===== config.mk =====
export PLATFORM = sky130hd
export DESIGN_NAME = arb_out_three_flat
export DESIGN_NICKNAME = d
export VERILOG_FILES = /design/src/rtl/arb_out_three_pkg.sv /design/src/rtl/arb_out_three_if.sv /design/src/rtl/arb_out_three_skid_buf_2.sv /design/src/rtl/arb_out_three.sv /design/src/flat_wrapper.sv
export SDC_FILE = /design/constraint.sdc
export NUM_CORES = 1
export LEC_CHECK = 0
export ABC_AREA = 1
export CAP_MARGIN = 20
export CELL_PAD_IN_SITES_DETAIL_PLACEMENT = 2
export CELL_PAD_IN_SITES_GLOBAL_PLACEMENT = 2
export CORE_AREA = 2 2 114 138
export DETAILED_ROUTE_END_ITERATION = 10
export DIE_AREA = 0 0 116 140
export GPL_TIMING_DRIVEN = 0
export PLACE_DENSITY_LB_ADDON = 0.05
export SLEW_MARGIN = 20
export SYNTH_ARGS = -nofsm -noshare
export SYNTH_HDL_FRONTEND = slang
export SYNTH_SLANG_ARGS = --single-unit

===== constraint.sdc =====
create_clock -name clk -period 3.5 [get_ports clk]
set_input_delay 0.7 -clock clk [delete_from_list [all_inputs] [get_ports clk]]
set_output_delay 0.7 -clock clk [all_outputs]
set_load 0.02 [all_outputs]

===== src/rtl/arb_out_three_pkg.sv =====
// Shared definitions for the three-input wormhole output arbiter:
// flit format, FSM state type and round-robin index arithmetic.
package arb_out_three_pkg;

  localparam int DATA_WIDTH = 16;

  // Flit type lives in the two MSBs of every flit
  localparam logic [1:0] TYPE_BODY = 2'b00;
  localparam logic [1:0] TYPE_HEAD = 2'b01;
  localparam logic [1:0] TYPE_TAIL = 2'b10;

  typedef enum logic {
    ARB_IDLE = 1'b0,
    ARB_LOCK = 1'b1
  } arb_state_e;

  function automatic logic [1:0] flit_type(input logic [DATA_WIDTH-1:0] f);
    return f[DATA_WIDTH-1 -: 2];
  endfunction

  // (p + k) mod 3 for p, k in 0..2
  function automatic logic [1:0] rr_add(input logic [1:0] p, input logic [1:0] k);
    logic [2:0] s;
    s = {1'b0, p} + {1'b0, k};
    if (s >= 3'd3) s = s - 3'd3;
    return s[1:0];
  endfunction

endpackage


===== src/rtl/arb_out_three_if.sv =====
// Flit handshake bundle: three upstream requesters (A/B/C) and one downstream port.
interface arb_out_three_if;
  import arb_out_three_pkg::*;

  logic                  A_valid_i;
  logic                  A_ready_o;
  logic [DATA_WIDTH-1:0] A_data_i;
  logic                  B_valid_i;
  logic                  B_ready_o;
  logic [DATA_WIDTH-1:0] B_data_i;
  logic                  C_valid_i;
  logic                  C_ready_o;
  logic [DATA_WIDTH-1:0] C_data_i;
  logic                  valid_o;
  logic                  ready_i;
  logic [DATA_WIDTH-1:0] data_o;

  modport slave (
    input  A_valid_i, A_data_i, B_valid_i, B_data_i, C_valid_i, C_data_i, ready_i,
    output A_ready_o, B_ready_o, C_ready_o, valid_o, data_o
  );

  modport master (
    output A_valid_i, A_data_i, B_valid_i, B_data_i, C_valid_i, C_data_i, ready_i,
    input  A_ready_o, B_ready_o, C_ready_o, valid_o, data_o
  );

endinterface


===== src/rtl/arb_out_three_skid_buf_2.sv =====
// Two-entry output FIFO with registered occupancy; dout holds the last popped
// flit while empty so the downstream bus does not glitch between packets.
module skid_buf_2
  import arb_out_three_pkg::*;
#(
  parameter int W = DATA_WIDTH
) (
  input  logic         clk,
  input  logic         rst,
  input  logic         push,
  input  logic [W-1:0] din,
  output logic         full,
  input  logic         pop,
  output logic [W-1:0] dout,
  output logic         valid
);

  logic [W-1:0] mem_q [2];
  logic [W-1:0] last_q;
  logic         wr_q, rd_q;
  logic [1:0]   cnt_q, cnt_d;
  logic         do_push, do_pop;

  assign full    = (cnt_q == 2'd2);
  assign valid   = (cnt_q != 2'd0);
  assign do_push = push & ~full;
  assign do_pop  = pop & valid;
  assign dout    = valid ? mem_q[rd_q] : last_q;
  assign cnt_d   = cnt_q + {1'b0, do_push} - {1'b0, do_pop};

  always_ff @(posedge clk) begin
    if (rst) begin
      cnt_q  <= 2'd0;
      wr_q   <= 1'b0;
      rd_q   <= 1'b0;
      last_q <= '0;
    end else begin
      cnt_q <= cnt_d;
      if (do_push) begin
        mem_q[wr_q] <= din;
        wr_q        <= ~wr_q;
      end
      if (do_pop) begin
        last_q <= mem_q[rd_q];
        rd_q   <= ~rd_q;
      end
    end
  end

endmodule


===== src/rtl/arb_out_three.sv =====
// Three-input wormhole output arbiter: round-robin on heads, grant held until
// the tail is accepted, output registered through a 2-entry skid buffer.
module arb_out_three
  import arb_out_three_pkg::*;
#(
  parameter int PRIO_RESET = 0,
  parameter int PCNT_W     = 16
) (
  input  logic              clk,
  input  logic              rst,
  arb_out_three_if.slave    bus,
  output logic [PCNT_W-1:0] pkt_cnt_o
);

  arb_state_e            state_q, state_d;
  logic [1:0]            ptr_q, ptr_d;
  logic [1:0]            gnt_q, gnt_d;
  logic [PCNT_W-1:0]     pkt_cnt_q;
  logic [2:0]            req, rdy;
  logic [1:0]            win, sel;
  logic                  win_vld, sel_vld;
  logic                  fire, skid_ok, skid_full, skid_valid, pop;
  logic [DATA_WIDTH-1:0] fire_data, skid_dout;

  assign req = {bus.C_valid_i, bus.B_valid_i, bus.A_valid_i};

  // Later iterations overwrite earlier ones, so scanning backwards leaves ptr_q highest priority
  always_comb begin
    win     = ptr_q;
    win_vld = 1'b0;
    for (int k = 2; k >= 0; k--) begin
      if (req[rr_add(ptr_q, 2'(k))]) begin
        win     = rr_add(ptr_q, 2'(k));
        win_vld = 1'b1;
      end
    end
  end

  assign sel     = (state_q == ARB_LOCK) ? gnt_q : win;
  assign sel_vld = (state_q == ARB_LOCK) ? 1'b1 : win_vld;
  assign skid_ok = ~skid_full;

  generate
    for (genvar gi = 0; gi < 3; gi++) begin : g_rdy
      assign rdy[gi] = ~rst & skid_ok & sel_vld & (sel == 2'(gi));
    end
  endgenerate

  assign bus.A_ready_o = rdy[0];
  assign bus.B_ready_o = rdy[1];
  assign bus.C_ready_o = rdy[2];
  assign fire          = |(req & rdy);

  always_comb begin
    case (sel)
      2'd1:    fire_data = bus.B_data_i;
      2'd2:    fire_data = bus.C_data_i;
      default: fire_data = bus.A_data_i;
    endcase
  end

  always_comb begin
    state_d = state_q;
    ptr_d   = ptr_q;
    gnt_d   = gnt_q;
    case (state_q)
      ARB_IDLE: begin
        if (fire) begin
          gnt_d = sel;
          // A stray TAIL in IDLE is forwarded but never opens a grant
          if (flit_type(fire_data) != TYPE_TAIL) state_d = ARB_LOCK;
        end
      end
      ARB_LOCK: begin
        if (fire && flit_type(fire_data) == TYPE_TAIL) begin
          state_d = ARB_IDLE;
          ptr_d   = rr_add(gnt_q, 2'd1);
        end
      end
      default: state_d = ARB_IDLE;
    endcase
  end

  always_ff @(posedge clk) begin
    if (rst) begin
      state_q   <= ARB_IDLE;
      ptr_q     <= 2'(PRIO_RESET);
      gnt_q     <= 2'd0;
      pkt_cnt_q <= '0;
    end else begin
      state_q <= state_d;
      ptr_q   <= ptr_d;
      gnt_q   <= gnt_d;
      if (pop && flit_type(skid_dout) == TYPE_TAIL) pkt_cnt_q <= pkt_cnt_q + 1'b1;
    end
  end

  skid_buf_2 #(.W(DATA_WIDTH)) u_skid (
    .clk   (clk),
    .rst   (rst),
    .push  (fire),
    .din   (fire_data),
    .full  (skid_full),
    .pop   (pop),
    .dout  (skid_dout),
    .valid (skid_valid)
  );

  assign bus.valid_o = skid_valid & ~rst;
  assign bus.data_o  = skid_dout;
  assign pop         = bus.valid_o & bus.ready_i;
  assign pkt_cnt_o   = pkt_cnt_q;

endmodule


===== src/flat_wrapper.sv =====
// flat-port wrapper written by rule: the top's interface ports become plain ports
module arb_out_three_flat import arb_out_three_pkg::*;
#(
  parameter int PRIO_RESET = 0,
  parameter int PCNT_W     = 16
)
  (clk, rst, pkt_cnt_o, bus_A_valid_i, bus_A_data_i, bus_B_valid_i, bus_B_data_i, bus_C_valid_i, bus_C_data_i, bus_ready_i, bus_A_ready_o, bus_B_ready_o, bus_C_ready_o, bus_valid_o, bus_data_o);
  arb_out_three_if bus_i ();
  input  logic clk;
  input  logic rst;
  output logic [PCNT_W-1:0] pkt_cnt_o;
  input wire logic [$bits(bus_i.A_valid_i)-1:0] bus_A_valid_i;
  input wire logic [$bits(bus_i.A_data_i)-1:0] bus_A_data_i;
  input wire logic [$bits(bus_i.B_valid_i)-1:0] bus_B_valid_i;
  input wire logic [$bits(bus_i.B_data_i)-1:0] bus_B_data_i;
  input wire logic [$bits(bus_i.C_valid_i)-1:0] bus_C_valid_i;
  input wire logic [$bits(bus_i.C_data_i)-1:0] bus_C_data_i;
  input wire logic [$bits(bus_i.ready_i)-1:0] bus_ready_i;
  output wire logic [$bits(bus_i.A_ready_o)-1:0] bus_A_ready_o;
  output wire logic [$bits(bus_i.B_ready_o)-1:0] bus_B_ready_o;
  output wire logic [$bits(bus_i.C_ready_o)-1:0] bus_C_ready_o;
  output wire logic [$bits(bus_i.valid_o)-1:0] bus_valid_o;
  output wire logic [$bits(bus_i.data_o)-1:0] bus_data_o;
  assign bus_i.A_valid_i = bus_A_valid_i;
  assign bus_i.A_data_i = bus_A_data_i;
  assign bus_i.B_valid_i = bus_B_valid_i;
  assign bus_i.B_data_i = bus_B_data_i;
  assign bus_i.C_valid_i = bus_C_valid_i;
  assign bus_i.C_data_i = bus_C_data_i;
  assign bus_i.ready_i = bus_ready_i;
  assign bus_A_ready_o = bus_i.A_ready_o;
  assign bus_B_ready_o = bus_i.B_ready_o;
  assign bus_C_ready_o = bus_i.C_ready_o;
  assign bus_valid_o = bus_i.valid_o;
  assign bus_data_o = bus_i.data_o;
  arb_out_three #(.PRIO_RESET(PRIO_RESET), .PCNT_W(PCNT_W)) u_core (.clk(clk), .rst(rst), .bus(bus_i), .pkt_cnt_o(pkt_cnt_o));
endmodule

# After elaboration in Yosys (flattened, before gate mapping)
# Memories as Yosys holds them, arrays and structs flattened. A register that Yosys moved wholly into a read port is not among the register bits.
# Cells that the tools add are included.
# word_totals
latchBits,0
mem_count,1
rom_bits,0
register_bits,41
ram_bits,32
# classes
multipliers,0
add_sub_neg,10
reduce_logical,7
magnitude_cmp,7
n_div,0
mux,29
eq_ne,6
shifts,0
bitwise,15
# mem_list
name,depth,word_bits,rd,rd_clocked_by_memory_dff,write_ports,line,rtl
u_core.u_skid.mem_q,2,16,1,1,1,arb_out_three_skid_buf_2.sv:18,logic [W-1:0] mem_q [2];
# ops
cell,count
$pmux 16 s2,1
$add 16x1->16 const B,1
$mux 16,1
$mux 2,8
$mux 1,15
$and 1x1->1,9
$ge 3x2->1 const B,3
$lt 2x3->1 const B,3
$eq 2x2->1 const B,4
$sub 2x2->2 const B,4
$add 2x1->3 const B,2
$bmux 1 s2,3
$not 1->1,5
$reduce_and 2->1,2
$add 2x2->3 const B,1
$and 3x3->3,1
$reduce_or 3->1,1
$add 2x1->2,1
$eq 2x1->1 const B,1
$ge 2x2->1 const B,1
$logic_and 1x1->1,2
$logic_not 2->1,1
$ne 2x2->1 const B,1
$pmux 1 s2,1
2 further kinds,2

# Longest topological paths before layout
# logic_depth
depth_word,17
ltp_mapped,24
mapped_depth_nobuf,22

# By module
# From an unflattened synthesis, not the netlist that was laid out.
# unflattened
hier_cells,553
hier_area_um2,4067.7
# modules_own_cells
module,area_each_um2,seq_area_each_um2,n_inst,cells_per_inst
skid_buf_2,2322.2,1381.3,1,275
arb_out_three,1745.4,420.4,1,278

# Least setup slack after synthesis
# No wires, ideal clock.
# synth_path
kind,flip-flop to flip-flop
start,reg u_core.ptr_q[0]
end,reg u_core.u_skid.cnt_q[1]
setup_time_ps,124
path_slack_ps,205
t_required_ps,3376
path_stages_with_launch,22
path_buffers,2
arrival_time_ps,3172
cell_sequence,dfxtp_1 -> inv_1 -> ha_1 -> inv_2 -> nand3_1 -> nand2_1 -> nor2_1 -> o31ai_1 -> nand2_1 -> o21ai_0 -> ha_1 -> clkbuf_1 -> nand4_1 -> nand3_1 -> buf_2 -> inv_1 -> ha_1 -> inv_1 -> ha_1 -> xor2_1 -> o21ai_0 -> a21oi_1
# synth_via
elab_chain_len,16
# synth_rtl
item,line,rtl
"start, declared",arb_out_three.sv:16,"logic [1:0] ptr_q, ptr_d;"
"start signal, assigned",arb_out_three.sv:87,ptr_q <= 2'(PRIO_RESET);
"start signal, assigned",arb_out_three.sv:92,ptr_q <= ptr_d;
$add 2x2->3,arb_out_three_pkg.sv:24,"s = {1'b0, p} + {1'b0, k};"
$ge 3x2->1 or $sub 2x2->2 (tied branches),arb_out_three_pkg.sv:25,if (s >= 3'd3) s = s - 3'd3;
$mux 2,arb_out_three_pkg.sv:25,
$bmux 1 s2,arb_out_three.sv:32,"if (req[rr_add(ptr_q, 2'(k))]) begin"
$mux 1 (implied by the code),arb_out_three.sv:32,
$mux 2 (2 in series),arb_out_three.sv:32,
$mux 2 (*),arb_out_three.sv:32,
$mux 2 (*),arb_out_three.sv:39,assign sel = (state_q == ARB_LOCK) ? gnt_q : win;
named net u_core.sel[0],arb_out_three.sv:20,"logic [1:0] win, sel;"
$eq 2x1->1 (tied with other cells),arb_out_three.sv:45,assign rdy[gi] = ~rst & skid_ok & sel_vld & (sel == 2'(gi));
$and 1x1->1,arb_out_three.sv:45,
$and 3x3->3 (*),arb_out_three.sv:52,assign fire = |(req & rdy);
$reduce_or 3->1 (*),arb_out_three.sv:52,
$and 1x1->1 (*),arb_out_three_skid_buf_2.sv:26,assign do_push = push & ~full;
$add 2x1->2 (*),arb_out_three_skid_buf_2.sv:29,"assign cnt_d = cnt_q + {1'b0, do_push} - {1'b0, do_pop};"
$sub 2x1->2 (*),arb_out_three_skid_buf_2.sv:29,
"end signal, assigned",arb_out_three_skid_buf_2.sv:38,cnt_q <= cnt_d;
"end, declared",arb_out_three_skid_buf_2.sv:21,"logic [1:0] cnt_q, cnt_d;"
# The timed path passes the listed nets; every way through them passes the cells marked *. The select of a mux whose other input is x is not followed.
# A chain may end at the register's enable or synchronous reset.

# Worst setup path after layout
# layout_path
start,reg u_core.u_skid.cnt_q[1]
end,out bus_data_o[9]
# layout_via
elab_chain_len,2
# layout_rtl
item,line,rtl
$reduce_bool 2->1,arb_out_three_skid_buf_2.sv:25,assign valid = (cnt_q != 2'd0);
$mux 16,arb_out_three_skid_buf_2.sv:28,assign dout = valid ? mem_q[rd_q] : last_q;
"end, declared",flat_wrapper.sv:23,output wire logic [$bits(bus_i.data_o)-1:0] bus_data_o;
# Every way passes these cells.

==> results_dict.tcl <==
set metrics [dict create \
    ys_types 34 \
    fin_tns_setup_ns 0 \
    p_clk_frac 0.259 \
    synth_mux_area_frac 0.0417 \
    finish.instance_area_sq_mm 0.00540 \
    rsz0062_at_grt "false" \
    max_slew_margin 0.556 \
    worst_pin_slew_ns 0.665 \
    crit_arrival_ns 2.52 \
    synth_xor_xnor_area_share 0.00927 \
    synth_top_family_by_area "simple AND/OR/NAND/NOR gates" \
    required_ns 2.80 \
    placed_cell_area_sq_mm 0.00493 \
    die_area_sq_mm 0.0162 \
    antenna_found_initial 0 \
    synthAdderAreaFrac 0.0331 \
    multi_input_area_sq_mm 0.00173 \
    crit_type "flip-flop to output port" \
    row_count 49 \
    hold_viol 0 \
    final.period_utilization 0.920 \
    grt_pass1_wl_mm 19.8 \
    hold_path.class "flip-flop to flip-flop" \
    syn2layout_area_growth_pct 42.8 \
    fmaxAchievable_mhz 310 \
    dr.pass1.iters 4 \
    p_seq_frac 0.322 \
    drive_gt1_frac 0.154 \
    ant_nets 0 \
    ys_warn_count 0 \
    grt_usage 0.158 \
    status "complete, no violations" \
    total_leakage_power_nw 2.01 \
    ys.flop_type "dfxtp_1" \
    grt_pass1_vias 3816 \
    die_w_um 116 \
    ys_ff_latch 74 \
    max_cap_violations 0 \
    htreeDepth 3 \
    wl_per_cell_um 15.4 \
    numCtsBuffers 9 \
    seqCellArea_sq_mm 0.00180 \
    die_h_um 140 \
    coreArea_sq_mm 0.0148 \
    finalWirelength_mm 12.0 \
    io_buffers 89 \
    peakVddDrop_mv 0.249 \
    via_count 3533 \
    synth_edf_count 32 \
    skew_ns 0.0132 \
    ios 90 \
    yosys.area_share.simple 0.218 \
    start_util 0.255 \
    antennaDiodeCount 0 \
    synth_nets 526 \
    critPathMaxFanout 10 \
    drv_slew 0 \
    gp_congestion 0.767 \
    synth_top_area_cell "edfxtp_1" \
    clock_latency_ns 0.34 \
    p_per_area_mw_per_mm2 688 \
    syn-instance-count 462 \
    power.switching_mw 1.40 \
    globalRouteOverflowTotal 0 \
    async_reset_ff_frac 0 \
    syn_area_sq_mm 0.00378 \
    clock_sinks 74 \
    grt_max_degree 17 \
    viasPerCell 4.52 \
    ctsLongestPathBuffers 2 \
    clkTransAtPathRegs_ns 0.06 \
    post-dp-hpwl_mm 9.13 \
    fin_hold_ws_ns 0.451 \
    nets 636 \
    fillers 1706 \
    synth.top_cell.area_share 0.254 \
    drt_iter0_markers 179 \
    seq_area_frac_synth 0.477 \
    swShare 0.376 \
    cts_root_buf "clkbuf_16" \
    synth_area_leaders "edfxtp_1 (25%), dfxtp_1 (22%), nand2_1 (9.5%)" \
    fin_crit_ns 3.22 \
    end_kind "output port" \
    syn_area_per_cell_sq_um 8.18 \
    synth-compound-area-share 0.140 \
    setup_viol 0 \
    cts_tree "yes" \
    worst_setup_path_start_kind "flip-flop" \
    drc 0 \
    p_comb_frac 0.419 \
    p_int_mw 2.32 \
]
[metrics by stage]
step	worst slack, ns	total power [mW]	std cells	util
2_1_floorplan	0.205	2.08	462	-
3_3_place_gp	-1.25	2.63	755	0.332
3_5_place_dp	-1.26	2.69	755	0.332
4_1_cts	0.0381	3.76	779	0.361
5_1_grt	0.00532	3.99	781	0.364
6_report	0.278	3.71	781	0.364
[critical path, cell delays in order, from the launching register on]
cell and delay, ns:
dfxtp_1 0.35, nor2_4 0.25, inv_2 0.08, clkbuf_1 0.26
clkbuf_1 0.29, o21ai_0 0.29, clkdlybuf4s50_1 0.66
[synthesized netlist by cell type, drive strengths merged, types with 2 or more instances]
master    n
nand4     8
nand2   100
xor2      4
a21oi    32
nor2     48
ha       10
dfxtp    42
a31oi    16
nor4      2
mux2     14
nand3    14
nor3      5
buf       5
o21ai    46
clkbuf   16
edfxtp   32
inv      60
[layout make-up]
cell class                      count  share of cell area
Sequential cell                    74               0.334
Multi-Input combinational cell    307               0.320
Timing Repair Buffer              101               0.181
Tap cell                          204              0.0473
Clock buffer                        9              0.0417
Inverter                           60              0.0417
Buffer                             19              0.0192
Clock inverter                      7              0.0153
[worst paths after layout]
check	from	to	slack, ns	depth (start not counted)
hold / removal	u_core.u_skid.last_q[13]	u_core.u_skid.last_q[13]	0.45	2
setup / recovery	u_core.u_skid.cnt_q[1]	bus_data_o[9]	0.28	6
setup reg to reg	u_core.ptr_q[0]	u_core.u_skid.cnt_q[1]	0.28	21
hold reg to reg	u_core.u_skid.last_q[13]	u_core.u_skid.last_q[13]	0.45	2
[layer usage]
metal / vias to the layer above / wire length (um) / track usage
li1: 1761 / - / -
met3: 9 / 494 / 0.0312
met5: - / 0 / 0
met1: 1691 / 5480 / 0.203
met4: 0 / 178 / 0.0602
met2: 72 / 5870 / 0.259
[sequential cells by signal, indices dropped and copies added, names as in the netlist, named ones only]
signal / flops
u_core.gnt_q: 2
u_core.pkt_cnt_o: 16
u_core.ptr_q: 2
u_core.u_skid.cnt_q: 2
u_core.u_skid.last_q: 16
u_core.u_skid.mem_q: 32
u_core.u_skid.rd_q: 1
u_core.u_skid.wr_q: 1
[power groups by stage]
stage / combinational (mW) / sequential [mW] / clock [mW]
6_report: 1.56 / 1.20 / 0.961
5_1_grt: 1.75 / 1.21 / 1.03
4_1_cts: 1.58 / 1.20 / 0.987
3_5_place_dp: 1.47 / 1.22 / 0
3_3_place_gp: 1.42 / 1.20 / 0
2_1_floorplan: 0.878 / 1.20 / 0
[kinds of logic (layout without fill, tap and decap cells)]
kind of cell               Yosys count  count (layout)
and+or+nand+nor                    181             181
AOI/OAI and AO/OA                   98              98
buffers and inverters               81             196
DFF                                 74              74
muxes                               14              14
adders and majority gates           10              10
xor gates and xnor gates             4               4
[timing repair]
item	CTS	global route
gates resized for setup	39	11
buffers inserted	10	2
pin swaps	7	3
gates cloned	0	0
setup endpoints to repair	67	72
hold buffers	0	0
[cell usage in the layout (no fill, tap or decap), types with 3 or more instances in the layout]
cell type	count
o21ai_0	37
nor3_1	3
clkbuf_16	9
edfxtp_1	32
nor2_1	42
inv_1	53
ha_1	5
buf_6	3
o21ai_2	3
mux2_2	14
inv_2	7
a21oi_1	30
nand2_2	3
dlygate4sd2_1	3
nor2_4	4
nand3_1	12
ha_2	3
a31oi_1	16
xor2_1	4
nand4_1	8
clkbuf_2	3
dfxtp_1	40
clkinv_4	3
o21ai_1	6
clkdlybuf4s50_1	83
buf_2	4
nand2_1	95
inv_6	3
buf_4	12
clkbuf_1	10
(Power assumes the default switching activity.)
==> edit 1 (same settings) <==
`PCNT_W` is set to 16 in 2 places; all go to 20.
--- a/src/rtl/arb_out_three.sv
+++ b/src/rtl/arb_out_three.sv
@@ -6,3 +6,3 @@
   parameter int PRIO_RESET = 0,
-  parameter int PCNT_W     = 16
+  parameter int PCNT_W     = 20
 ) (
--- a/src/flat_wrapper.sv
+++ b/src/flat_wrapper.sv
@@ -4,3 +4,3 @@
   parameter int PRIO_RESET = 0,
-  parameter int PCNT_W     = 16
+  parameter int PCNT_W     = 20
 )
Interface: changed (resized pkt_cnt_o); port bits go from 90 to 94. No check against the original RTL was run, so the function may have changed too.
==> edit 1 against the original RTL <==
Synthesized cell count rose by 11%. Synthesized area rose by 6.6%. Wire length rose by 8.8%. Sequential cell count rose by 4. Total power rose by 0.77%. Die area did not move. Sequential share of layout area fell by 0.46 points. Global-route usage rose by 0.85 points. Sequential power rose by 3%. Utilization rose by 2.2 points. Final area rose by 5.9%. Non-clock buffer count rose by 4. Worst setup slack got worse by 0.037 ns.
==> edit 1: results (changes against the original RTL) <==
status finished, final reports clean; largest net degree at the start of global routing 17 (unchanged); worst hold path cell count 2 (unchanged); GP Congestion 0.803 (+4.6%); TritonCTS buffer count 9 (unchanged); Leak 0.00218 uW (+8.4%); detailed-route via count 3848 (+8.9%); Port-buffer cells 93 (+4.5%); actual slew at the worst max-slew pin 0.649 ns (-0.0165 ns); layout cells sized above 1 14.1% (-1.3 points); Net count, final 689 (+8.3%); Hold Path Class register to register; CTS Root Buffer Type clkbuf_16; asr flop ratio synth 0% (unchanged); number of synthesized flops with an enable pin 32 (unchanged); drt pass-1 iters 4 (unchanged); initial drt markers 104 (-42%); Ys Warns 0 (unchanged); placed cell area 5220 sq um (+5.9%); ys flop type dfxtp_1; sequential area share after synthesis 46.7% (-0.97 points); worst-skew pair later-pin latency 0.34 ns (about the same); synth cell count leaders nand2_1 (116), inv_1 (67), o21ai_0 (47); GRT Util Overall 16.6% (+0.85 points); Max FO, Critical Path 10 (unchanged); CTS clk-pin slew, worst paths 0.06 ns (about the same); vias in the first global route 4189 (+9.8%); Clock Skew 0.00960 ns (-0.00361 ns); WL per Instance 15.7 um (+1.8%); largest cells by area after synthesis edfxtp_1 (24%), dfxtp_1 (23%), nand2_1 (11%), inv_1 (6.2%), o21ai_0 (5.8%); HPWL Detailed 10.0 mm (+9.9%); antenna fix cells 0 (unchanged); first-pass GRT wire length 21.2 mm (+7.2%); Top reg by flops u_core.u_skid.mem_q; clock tree buffer depth 2 (unchanged); max reg flops 32 (unchanged); H-tree levels 3 (unchanged); reg2reg path depth 21 (unchanged); library cells used by synthesis 32 (-5.9%); net count after synthesis 576 (+9.5%); initial antenna violation count 0 (unchanged); Max VDD drop 0.000246 V (-1.4%)
## edit 1: cell types whose count changed in the layout (fill, tap and decap cells not counted), moves of 6 or more
cell	before	now
a21oi_1	30	37
inv_1	53	60
nand2_1	95	114
nand3_1	12	18
o21ai_0	37	44
## edit 1: cell families after synthesis
family	after synthesis	share of synthesized area, %
XOR/XNOR	8	1.74
multiplexers	14	3.91
adder cells (fa/ha/maj)	10	3.10
buffers and inverters	93	8.85
AND/OR/NAND/NOR	204	22.2
flip-flops	78	46.7
AO/OA/AOI/OAI	105	13.6
## edit 1: worst max-delay path, cell delays in order, from the launching register on
cell and delay (ns):
dfxtp_2 0.34, inv_1 0.09, ha_4 0.27, inv_2 0.08
nand2_1 0.05, nand3_1 0.10, nand2_2 0.09, o31ai_2 0.24
nand2_1 0.14, o21ai_4 0.19, inv_2 0.07, ha_4 0.18
buf_6 0.14, inv_1 0.05, nor2_1 0.04, buf_2 0.15
## edit 1: final cells by class
| class | instances | area [sq um] |
|---|---|---|
| clock inverter | 6 | 68.8 |
| buffer | 20 | 114 |
| clock buffer | 10 | 229 |
| tap | 204 | 255 |
| sequential | 78 | 1880 |
| multi-input combinational | 341 | 1890 |
| inverter | 71 | 268 |
| timing repair buffer | 104 | 1000 |
| fill | 1721 | 9120 |
## edit 1: per-stage QoR
stage / hold WS, ns / total power [uW] / std cells / setup WS (ns)
6_report: 0.452 / 3740 / 834 / 0.241
5_1_grt: 0.485 / 4020 / 834 / 0.0181
4_1_cts: 0.458 / 3750 / 828 / 0.00229
3_5_place_dp: 0.448 / 2710 / 809 / -1.33
3_3_place_gp: 0.434 / 2660 / 809 / -1.24
2_1_floorplan: 0.425 / 2110 / 512 / 0.192
## edit 1: worst paths after layout
path                            from  slack (ns)                 endpoint
max reg2reg          u_core.ptr_q[0]        0.34   u_core.u_skid.cnt_q[1]
max                  u_core.ptr_q[0]        0.24            bus_C_ready_o
min reg2reg  u_core.u_skid.last_q[1]        0.45  u_core.u_skid.last_q[1]
min          u_core.u_skid.last_q[1]        0.45  u_core.u_skid.last_q[1]
## edit 1: power by group
part | switching (uW) | total [uW] | internal [uW]
Sequential | 51.6 | 1240 | 1190
Clock | 389 | 948 | 559
Combinational | 936 | 1550 | 615
## edit 1: what timing repair did
action,CTS,global route
resized for setup,39,23
pin swaps,5,7
setup buffers,5,6
setup endpoints to repair,67,66
## edit 1: per-layer routing
layer	GRT usage [%]	wire length [um]	up-vias
met5	0	0	-
met4	6.20	316	0
met3	2.99	492	20
met2	29.5	6710	83
met1	19.7	5560	1837
li1	-	-	1908
==> edit 2 (same settings) <==
Without the edit above. Register the output `pkt_cnt_o` once more, with the module's reset; this adds one clock of latency there. The other outputs are not delayed to match.
--- a/src/rtl/arb_out_three.sv
+++ b/src/rtl/arb_out_three.sv
@@ -111,3 +111,9 @@
   assign pop         = bus.valid_o & bus.ready_i;
-  assign pkt_cnt_o   = pkt_cnt_q;
+  always_ff @(posedge clk) begin
+    if (rst) begin
+      pkt_cnt_o <= '0;
+    end else begin
+      pkt_cnt_o <= pkt_cnt_q;
+    end
+  end
 
Formal check against the unedited RTL: not equivalent (a bounded check fails within 4 cycles, from zero or initial values and one cycle with rst high).
==> edit 2 against the original RTL <==
Fmax shrank 2.9%. Wire length increased by 11%. Clock skew is 0.0031 ns lower. Total power up 36%. Non-clock buffer count down 4. Sequential share of layout area grew 3.5 points. Sequential cell count is 16 higher. Clock power increased by 2%. Cell count rose by 4.4%. Final area increased by 6.7%. Synthesized area up 10%. Critical path depth is 9 higher. Worst setup slack lost 0.095 ns.
==> edit 2: results (changes against the original RTL) <==
Max VDD drop 0.000291 V (+17%); WL per Instance 16.3 um (+6.0%); status finished, final reports clean; initial drt markers 99 (-45%); Clock Power Share 19.4% (-6.5 points); placed cell area 5310 sq um (+7.8%); Worst setup endpoint bus_B_ready_o; mux share of post-synthesis cell area 3.77% (-0.40 points); Slew headroom 53.3% (-2.3 points); Synth Area in XOR/XNOR 0.839% (-0.088 points); sequential area share after synthesis 50.8% (+3.1 points); CP arrival 2.62 ns (+0.10 ns); DR WL met3 335 um (-32%); Seq pwr share 31.4% (-0.8 points); Net count, final 670 (+5.3%); GRT met2 Usage 33.6% (+7.7 points); Multi-In Gates 321 (+4.6%); dpl cells 792 (+4.9%); critical hold path startpoint u_core.u_skid.last_q[11]; net count after synthesis 564 (+7.2%); reg2reg path depth 22 (+4.8%); GP Congestion 0.749 (-2.4%); library cells used by synthesis 35 (+2.9%); multi-input combinational area share 31.1% (-0.94 points); Crit. Startpoint u_core.ptr_q[0]; first-pass GRT wire length 21.2 mm (+7.2%); complex-gate fraction of the synthesized area 13.6% (-0.43 points); Non-clock buffer share 18.0% (-2.0 points); vias in the first global route 4178 (+9.5%); HPWL Detailed 10.3 mm (+12%); final instance area 5760 sq um (+6.7%); number of synthesized register bits 90 (+22%); Clock Skew 0.0102 ns (-0.00305 ns); met1 Usage GRT 18.0% (-2.3 points); clock buffers 10 (+1); grt met3 use 3.68% (+0.56 points); largest cells by area after synthesis dfxtp_1 (28%), edfxtp_1 (23%), nand2_1 (8.5%), inv_1 (5.7%), o21ai_0 (5.0%); Buffers, non-clock 116 (-3.3%); post-synthesis adder-cell area fraction 2.99% (-0.31 points); Worst Hold Slack 0.451 ns (-0.000352 ns)
-- edit 2: changes by cell type in the layout (fill, tap and decap cells not counted), moves of 3 or more --
| cell | before | now |
|---|---|---|
| a21oi_1 | 30 | 34 |
| dfxtp_1 | 40 | 56 |
| inv_1 | 53 | 60 |
| inv_2 | 7 | 4 |
| inv_6 | 3 | 0 |
| nor2_1 | 42 | 53 |
-- edit 2: timing repair --
action | in CTS | in global routing
setup endpoints to repair | 67 | 45
buffers inserted | 8 | 2
gates resized for setup | 30 | 18
gates cloned | 0 | 0
pin swaps | 1 | 4
-- edit 2: critical path: stages (launching register included) --
cell	delay [ns]
dfxtp_2	0.34
inv_2	0.06
ha_4	0.29
inv_2	0.05
nand2_1	0.05
nand2_1	0.07
a21oi_2	0.23
o211ai_1	0.14
o21ai_1	0.13
a21oi_2	0.11
nor2_4	0.14
ha_4	0.18
clkbuf_8	0.16
inv_1	0.05
nor2_1	0.09
buf_2	0.17
